===== src/rtl/reset_sequencer.sv =====
// Board reset sequencer: qualifies PLL locks, a debounced button and a software request,
// then releases reset domains in staggered order. Watchdog enabled by RESET_SEQ_WATCHDOG_EN.
module reset_sequencer #(
  parameter int NUM_LOCKS       = 2,
  parameter int NUM_STAGES      = 3,
  parameter int HOLD_CYCLES     = 31,
  parameter int STAGE_GAP       = 16,
  parameter int DEBOUNCE_CYCLES = 250000,
  parameter int WDT_CYCLES      = 25000000
) (
  input  logic                  clk,
  input  logic                  reset_n_i,
  input  logic [NUM_LOCKS-1:0]  locked_i,
  input  logic                  btn_n_i,
  input  logic                  sw_reset_i,
  input  logic                  wdt_kick_i,
  output logic [NUM_STAGES-1:0] reset_o,
  output logic                  ready_o,
  output logic [2:0]            cause_o
);
  localparam int HOLD_W = $clog2(HOLD_CYCLES) + 1;
  localparam int GAP_W  = $clog2(STAGE_GAP) + 1;
  localparam int DB_W   = $clog2(DEBOUNCE_CYCLES) + 1;
  localparam logic [HOLD_W-1:0]     HOLD_MAX  = HOLD_W'(HOLD_CYCLES - 1);
  localparam logic [GAP_W-1:0]      GAP_MAX   = GAP_W'(STAGE_GAP - 1);
  localparam logic [DB_W-1:0]       DB_MAX    = DB_W'(DEBOUNCE_CYCLES - 1);
  localparam logic [NUM_STAGES-1:0] FIRST_REL = ~NUM_STAGES'(1);

  typedef enum logic [1:0] {ST_HOLD, ST_RELEASE, ST_RUN} state_e;
  typedef enum logic [2:0] {
    CAUSE_POR = 3'd0, CAUSE_LOCK = 3'd1, CAUSE_BTN = 3'd2, CAUSE_SW = 3'd3, CAUSE_WDT = 3'd4
  } cause_e;

  logic [NUM_LOCKS-1:0] lock_s1_q, lock_s2_q;
  logic                 btn_s1_q, btn_s2_q;
  logic                 btn_db_q, btn_db_d, btn_prev_q;
  logic [DB_W-1:0]      db_cnt_q, db_cnt_d;

  // NOTE: sequential state uses non-blocking assignments so every flop samples pre-edge values.
  always_ff @(posedge clk or negedge reset_n_i) begin
    if (!reset_n_i) begin
      lock_s1_q  <= '0;
      lock_s2_q  <= '0;
      btn_s1_q   <= 1'b1;
      btn_s2_q   <= 1'b1;
      btn_db_q   <= 1'b1;
      btn_prev_q <= 1'b1;
      db_cnt_q   <= '0;
    end else begin
      lock_s1_q  <= locked_i;
      lock_s2_q  <= lock_s1_q;
      btn_s1_q   <= btn_n_i;
      btn_s2_q   <= btn_s1_q;
      btn_db_q   <= btn_db_d;
      btn_prev_q <= btn_db_q;
      db_cnt_q   <= db_cnt_d;
    end
  end

  // NOTE: every always_comb output gets a default first, so no path can infer a latch.
  always_comb begin
    btn_db_d = btn_db_q;
    db_cnt_d = '0;
    if (btn_s2_q != btn_db_q) begin
      if (db_cnt_q == DB_MAX) btn_db_d = btn_s2_q;
      else                    db_cnt_d = db_cnt_q + DB_W'(1);
    end
  end

  state_e                state_q;
  logic [HOLD_W-1:0]     hold_cnt_q;
  logic [GAP_W-1:0]      gap_cnt_q;
  logic [NUM_STAGES-1:0] reset_q;
  logic                  ready_q;
  cause_e                cause_q;
  logic                  wdt_fire;

`ifdef RESET_SEQ_WATCHDOG_EN
  localparam int WDT_W = $clog2(WDT_CYCLES) + 1;
  localparam logic [WDT_W-1:0] WDT_MAX = WDT_W'(WDT_CYCLES - 1);
  logic [WDT_W-1:0] wdt_cnt_q;

  assign wdt_fire = (state_q == ST_RUN) && !wdt_kick_i && (wdt_cnt_q == WDT_MAX);

  // Held at zero outside RUN, so it always starts fresh on entry to RUN.
  always_ff @(posedge clk or negedge reset_n_i) begin
    if (!reset_n_i)                          wdt_cnt_q <= '0;
    else if (state_q != ST_RUN || wdt_kick_i) wdt_cnt_q <= '0;
    else if (wdt_cnt_q != WDT_MAX)           wdt_cnt_q <= wdt_cnt_q + WDT_W'(1);
  end
`else
  logic unused_wdt;
  assign wdt_fire   = 1'b0;
  assign unused_wdt = wdt_kick_i ^ (WDT_CYCLES != 0);
`endif

  logic                  lock_ok, ok, press_evt, trig;
  cause_e                trig_cause;
  logic [NUM_STAGES-1:0] reset_next;

  always_comb begin
    lock_ok    = &lock_s2_q;
    ok         = lock_ok && btn_db_q;
    press_evt  = btn_prev_q && !btn_db_q;
    reset_next = reset_q << 1;
    trig       = 1'b1;
    trig_cause = CAUSE_LOCK;
    if      (!lock_ok)   trig_cause = CAUSE_LOCK;
    else if (press_evt)  trig_cause = CAUSE_BTN;
    else if (wdt_fire)   trig_cause = CAUSE_WDT;
    else if (sw_reset_i) trig_cause = CAUSE_SW;
    else                 trig       = 1'b0;
  end

  always_ff @(posedge clk or negedge reset_n_i) begin
    if (!reset_n_i) begin
      state_q    <= ST_HOLD;
      hold_cnt_q <= '0;
      gap_cnt_q  <= '0;
      reset_q    <= '1;
      ready_q    <= 1'b0;
      cause_q    <= CAUSE_POR;
    end else begin
      case (state_q)
        ST_HOLD: begin
          reset_q   <= '1;
          ready_q   <= 1'b0;
          gap_cnt_q <= '0;
          if (!ok) begin
            hold_cnt_q <= '0;
          end else if (hold_cnt_q == HOLD_MAX) begin
            hold_cnt_q <= '0;
            reset_q    <= FIRST_REL;
            if (FIRST_REL == '0) begin
              ready_q <= 1'b1;
              state_q <= ST_RUN;
            end else begin
              state_q <= ST_RELEASE;
            end
          end else begin
            hold_cnt_q <= hold_cnt_q + HOLD_W'(1);
          end
        end
        ST_RELEASE, ST_RUN: begin
          if (trig) begin
            reset_q    <= '1;
            ready_q    <= 1'b0;
            cause_q    <= trig_cause;
            state_q    <= ST_HOLD;
            hold_cnt_q <= '0;
            gap_cnt_q  <= '0;
          end else if (state_q == ST_RELEASE) begin
            if (gap_cnt_q == GAP_MAX) begin
              gap_cnt_q <= '0;
              reset_q   <= reset_next;
              if (reset_next == '0) begin
                ready_q <= 1'b1;
                state_q <= ST_RUN;
              end
            end else begin
              gap_cnt_q <= gap_cnt_q + GAP_W'(1);
            end
          end
        end
        default: state_q <= ST_HOLD;
      endcase
    end
  end

  assign reset_o = reset_q;
  assign ready_o = ready_q;
  assign cause_o = cause_q;
endmodule


===== config.mk =====
export PLATFORM = sky130hd
export DESIGN_NAME = reset_sequencer
export DESIGN_NICKNAME = d
export VERILOG_FILES = /design/src/rtl/reset_sequencer.sv
export SDC_FILE = /design/constraint.sdc
export NUM_CORES = 1
export LEC_CHECK = 0
export CORE_MARGIN = 2
export CORE_UTILIZATION = 30
export CTS_BUF_LIST = sky130_fd_sc_hd__clkbuf_8 sky130_fd_sc_hd__clkbuf_16
export DETAILED_ROUTE_END_ITERATION = 6
export SETUP_SLACK_MARGIN = 0.1
export SLEW_MARGIN = 20
export SYNTH_ARGS = -nofsm -noshare
export SYNTH_HDL_FRONTEND = slang
export SYNTH_SLANG_ARGS = --single-unit

===== constraint.sdc =====
create_clock -name clk -period 3.6 [get_ports clk]
set_clock_uncertainty 0.15 [all_clocks]
set_input_delay 0.36 -clock clk [delete_from_list [all_inputs] [get_ports clk]]
set_output_delay 0.36 -clock clk [all_outputs]
set_load 0.05 [all_outputs]

### Word-level counts from Yosys, hierarchy flattened

Index checks and enable logic that the tools add are counted.

| cells by class | value |
|---|---|
| reductions and logical operators | 15 |
| multiplexer cells | 34 |
| eq/ne operators | 12 |
| $add $sub $neg | 3 |

Operator list:

| cell | count |
|---|---|
| $mux W19 | 2 |
| $add A19 B1 Y19 const B | 1 |
| $eq A19 B18 Y1 const B | 1 |
| $mux W2 | 9 |
| $mux W6 | 3 |
| $mux W5 | 3 |
| $pmux W6 S2 | 1 |
| $pmux W5 S2 | 1 |
| $reduce_and A2 Y1 | 5 |
| $mux W1 | 9 |
| $mux W3 | 3 |
| $ne A3 B3 Y1 const B | 3 |
| $add A6 B1 Y6 const B | 1 |
| $eq A6 B5 Y1 const B | 1 |
| $ne A2 B2 Y1 const B | 3 |
| $pmux W3 S2 | 1 |
| $add A5 B1 Y5 const B | 1 |
| $eq A5 B4 Y1 const B | 1 |
| $reduce_and A5 Y1 | 1 |
| $pmux W2 S2 | 1 |
| $reduce_and A4 Y1 | 1 |
| $logic_not A3 Y1 | 1 |
| $reduce_and A3 Y1 | 1 |
| $eq A2 B1 Y1 const B | 1 |
| other kinds (8) | 9 |

| storage, ports and cells | value |
|---|---|
| register bits | 47 |
| output and inout bits | 7 |
| input bits | 7 |
| word-level logic and storage cells | 77 |

### Logic depth before layout (Yosys ltp)

| logic depth | value |
|---|---|
| depth after elaboration | 6 |
| depth in mapped cells | 7 |
| mapped depth without buffers | 6 |

### Worst setup path before layout

OpenSTA, ideal clock, no wires.

| path | value |
|---|---|
| path kind | register to register |
| from | register db_cnt_q[0] |
| to | register db_cnt_q[18] |
| clock period less this slack | 1941 ps |
| cell stages (with the launch flop) | 6 |
| buffers on the path | 0 |
| setup time | 78 ps |
| slack | 1659 ps |
| data arrival time | 1713 ps |
| data required time | 3372 ps |
| path through | dfrtp_1 -> ha_1 -> nand3_2 -> or4_4 -> or3_1 -> a21oi_1 |

| between the ends | value |
|---|---|
| longest elaborated chain between the ends | 3 |
| elaborated cells on any way between the ends | 4 |
| those cells by class | add/sub (1); eq/ne (1); mux (2) |

RTL lines:

| element | RTL line | RTL |
|---|---|---|
| start: declaration | 37 | `logic [DB_W-1:0] db_cnt_q, db_cnt_d;` |
| start signal: assignment | 56 | `db_cnt_q <= db_cnt_d;` |
| $add A19 B1 Y19 / $eq A19 B18 Y1 (equally long branches) | 66, 65 |  |
| $mux W19 * | 65 | `if (db_cnt_q == DB_MAX) btn_db_d = btn_s2_q;` |
| $mux W19 * | 64 | `if (btn_s2_q != btn_db_q) begin` |
| via db_cnt_d[18] | 37 |  |

The timed path passes the listed nets; every way through them passes the cells marked *.
A chain may end at the register's enable or synchronous reset.

### Worst setup path after layout

| path | value |
|---|---|
| from | register db_cnt_q[9] |
| to | register db_cnt_q[8] |

| between the ends | value |
|---|---|
| longest elaborated chain between the ends | 3 |

RTL lines:

| element | RTL line |
|---|---|
| $eq A19 B18 Y1 | 65 |
| $mux W19 | 65 |
| $mux W19 | 64 |
| via db_cnt_d[8] | 37 |

The timed path passes the listed nets, and every way through them passes these cells.

==> out/qor.tcl <==
set qor(grt_util_met2_pct) 16.5
set qor(grtUsageMet3_pct) 1.93
set qor(layout_setup_ws_ns) 1.28
set qor(regToRegSetupSlack_ns) 1.28
set qor(route.detailed.vias_per_inst) 4.84
set qor(post_drt_wl_per_cell_um) 11.9
set qor(cellLeakagePower_nw) 1.08
set qor(clkTransAtPathRegs_ns) 0.08
set qor(netlist.area_leader.share_pct) 44.1
set qor(top_level_ports) 14
set qor(rows) 31
set qor(synth-edff-count) 0
set qor(chip_height_um) 89.9
set qor(worstSetupStartpointType) {flip-flop}
set qor(upper_clock_frequency_limit_mhz) 431
set qor(grt.overflow.total) 0
set qor(placement.setup.worst_slack_ns) 1.25
set qor(cts_tree) {done}
set qor(clk-insertion-delay-late_ns) 0.30
set qor(hp-class) {reg2reg}
set qor(dpl.cell_count) 315
set qor(synthCells) 209
set qor(layout.cell_area.non_filler_sq_mm) 0.00254
set qor(die-area_sq_mm) 0.00809
set qor(totalNegativeSetupSlack_ns) 0
set qor(finish.utilization_pct) 35.2
set qor(crit_chain) {nor4_1 -> nand4_1 -> o41ai_4 -> nor2_1}
set qor(critical_path.max_fanout) 18
set qor(critical-path-max-stage-delay_ns) 0.95
set qor(cts_setup_buffers) 0
set qor(power_density_mw_per_mm2) 376
set qor(grt.met1_usage_pct) 13.4
set qor(final_net_count) 237
set qor(antenna_violations_before_repair) 0
set qor(routed_wl_mm) 3.85
set qor(grt_pass1_wl_mm) 6.95
set qor(worst_path_dominant_cell_family) {compound AO/OA/AOI/OAI gates}
set qor(via_count) 1567
set qor(max_cap_viol_count) 0
set qor(root_buffer) {clkbuf_8}
set qor(drt_first_iter_violations) 53
set qor(sequential_cell_area_sq_mm) 0.00116
set qor(post-route-drc-count) 0
set qor(antenna_violating_nets_remaining) 0
set qor(number_of_search_and_repair_iterations_in_the_first_detailed_routing_pass) 4
set qor(syn_area_per_cell_sq_um) 10.6
set qor(instances_no_fill) 324
set qor(yosys_most_used_dff) {dfrtp_1}
set qor(yosys_register_bits) 46
set qor(grtUsageTotal_pct) 10.3
set qor(area_delta_synth_final_pct) 14.8
set qor(critPathSlowestCell) {o41ai_4}
set qor(multi_input_gate_area_in_the_final_layout_sq_um) 983
set qor(hold_violations) 0
set qor(synth.yosys.warnings) 0
set qor(cts_sinks) 46
set qor(netlist_area_sq_mm) 0.00221
set qor(setup_viol_count_final) 0
set qor(buffer_depth_of_the_longest_clock_path) 2
set qor(synth.area.top_cells) {dfrtp_1, dfstp_2, nor2_1, xnor2_1, ha_1}
set qor(core_region_sq_mm) 0.00721
set qor(transition_time_at_the_pin_with_the_least_slew_margin_ns) 0.961
set qor(fillers) 751
set qor(final_layout_size_suffix_gt1_share_pct) 9.78
set qor(number_of_buffer_and_inverter_stages_on_the_critical_path) 0
set qor(worstSetupPathType) {reg2reg}
set qor(die_x_um) 89.9
set qor(place_hpwl_mm) 2.63
set qor(grt_pass1_vias) 1544
set qor(critPathArrivalTime_ns) 2.31
set qor(routabilityCongestion) 0.701
set qor(end_kind) {flip-flop}
set qor(grt_start_max_net_pins) 47
set qor(post-route-min-period_ns) 2.32
set qor(setup_repair_after_global_routing_missed_its_margin) {no}
set qor(slew_headroom_pct) 35.7
set qor(placedInstanceArea_sq_mm) 0.00242
set qor(diodes) 0
set qor(share_of_the_clock_period_used_by_the_worst_path_after_layout_pct) 64.4
set qor(cp.required_ns) 3.60
set qor(post_synth_num_cell_types) 46
set qor(layout.cells.most_common) {dfrtp_1}
set qor(gr_peak_layer) {met2}
set qor(num_cts_buffers) 5
set qor(synth-seq-area-share_pct) 52.4
set qor(mostFrequentLayoutCells) {dfrtp_1, nor2_1, nand3_1, a21oi_1, inv_1}
set qor(vdd_ir_drop_max_uv) 162
set qor(run_status) {finished, final reports clean}
set qor(io_buffers) 11
set qor(synth_area_leader_cell) {dfrtp_1}
set qor(initial_core_util_pct) 30.7
set qor(total_nets_after_synthesis) 222
set qor(ctsHtreeMaxLevel) 2
set qor(slew_viols_final) 0
set qor(ys_async_sr_fraction_pct) 100
[per-layer routing]
layer	vias to the layer above	part of all wire, %
met5	-	0
met4	0	2.3
met3	5	1.8
met2	13	46
met1	770	50
li1	779	-
[where the power goes]
part	switching [mW]	total, mW	internal, mW
combinational	0.0240	0.0368	0.0128
clock	0.177	0.385	0.208
sequential	0.00747	0.533	0.526
[flip-flops by register name (all words and copies together), names as in the netlist]
register and cells:
db_cnt_q 19, hold_cnt_q 6, gap_cnt_q 5, reset_o 3, cause_o 2, lock_s1_q 2
lock_s2_q 2, state_q 2, btn_db_q 1, btn_prev_q 1, btn_s1_q 1, btn_s2_q 1
ready_o 1
[layout make-up]
type,instances,area share (%)
clock buffer,5,2.71
clock inverter,3,1.72
timing repair buffer,12,4.63
tap,99,4.87
sequential,46,45.6
multi-input combinational,147,38.7
inverter,12,1.77
[path summary, 6_finish.rpt]
kind | from | cells after the start | endpoint
setup / recovery | db_cnt_q[9] | 4 | db_cnt_q[8]
hold / removal | lock_s1_q[1] | 0 | lock_s2_q[1]
setup reg to reg | db_cnt_q[9] | 4 | db_cnt_q[8]
hold reg to reg | lock_s1_q[1] | 0 | lock_s2_q[1]
max in group asynchronous | reset_n_i | 2 | btn_s1_q
min in group asynchronous | reset_n_i | 2 | db_cnt_q[3]
[cells in the mapped netlist, drive strengths merged (2+ instances only)]
cell,number
a31oi,4
nor3,5
o22a,3
a22o,2
a32o,2
nand3,14
xor2,5
nor4,6
nand4,6
nor4b,2
a21oi,13
xnor2,11
buf,2
or3,5
o21ai,5
nand2,6
ha,6
and3,4
clkbuf,2
mux2i,2
dfstp,7
inv,12
dfrtp,39
nor2,26
nand2b,3
[stage by stage]
stage	power, mW	hold slack (ns)
after floorplan	0.561	-0.0856
after global placement	0.579	0.184
after detailed placement	0.581	0.185
after CTS	0.973	0.115
after global routing	0.996	0.217
final	0.955	0.207
[logic make-up after synthesis]
kind of cell / synth area share (%)
compound gates: 12.7
xor+xnor: 6.33
fa+ha+maj: 3.39
buf+inv: 3.22
flops: 52.4
mux: 1.41
other cells: 0.169
simple gates: 20.5
[what timing repair did]
action,4_1_cts,5_1_grt
hold buffers,0,1
hold endpoints to repair,0,39
resized for setup,0,0
Power figures use the tool's default switching activity.
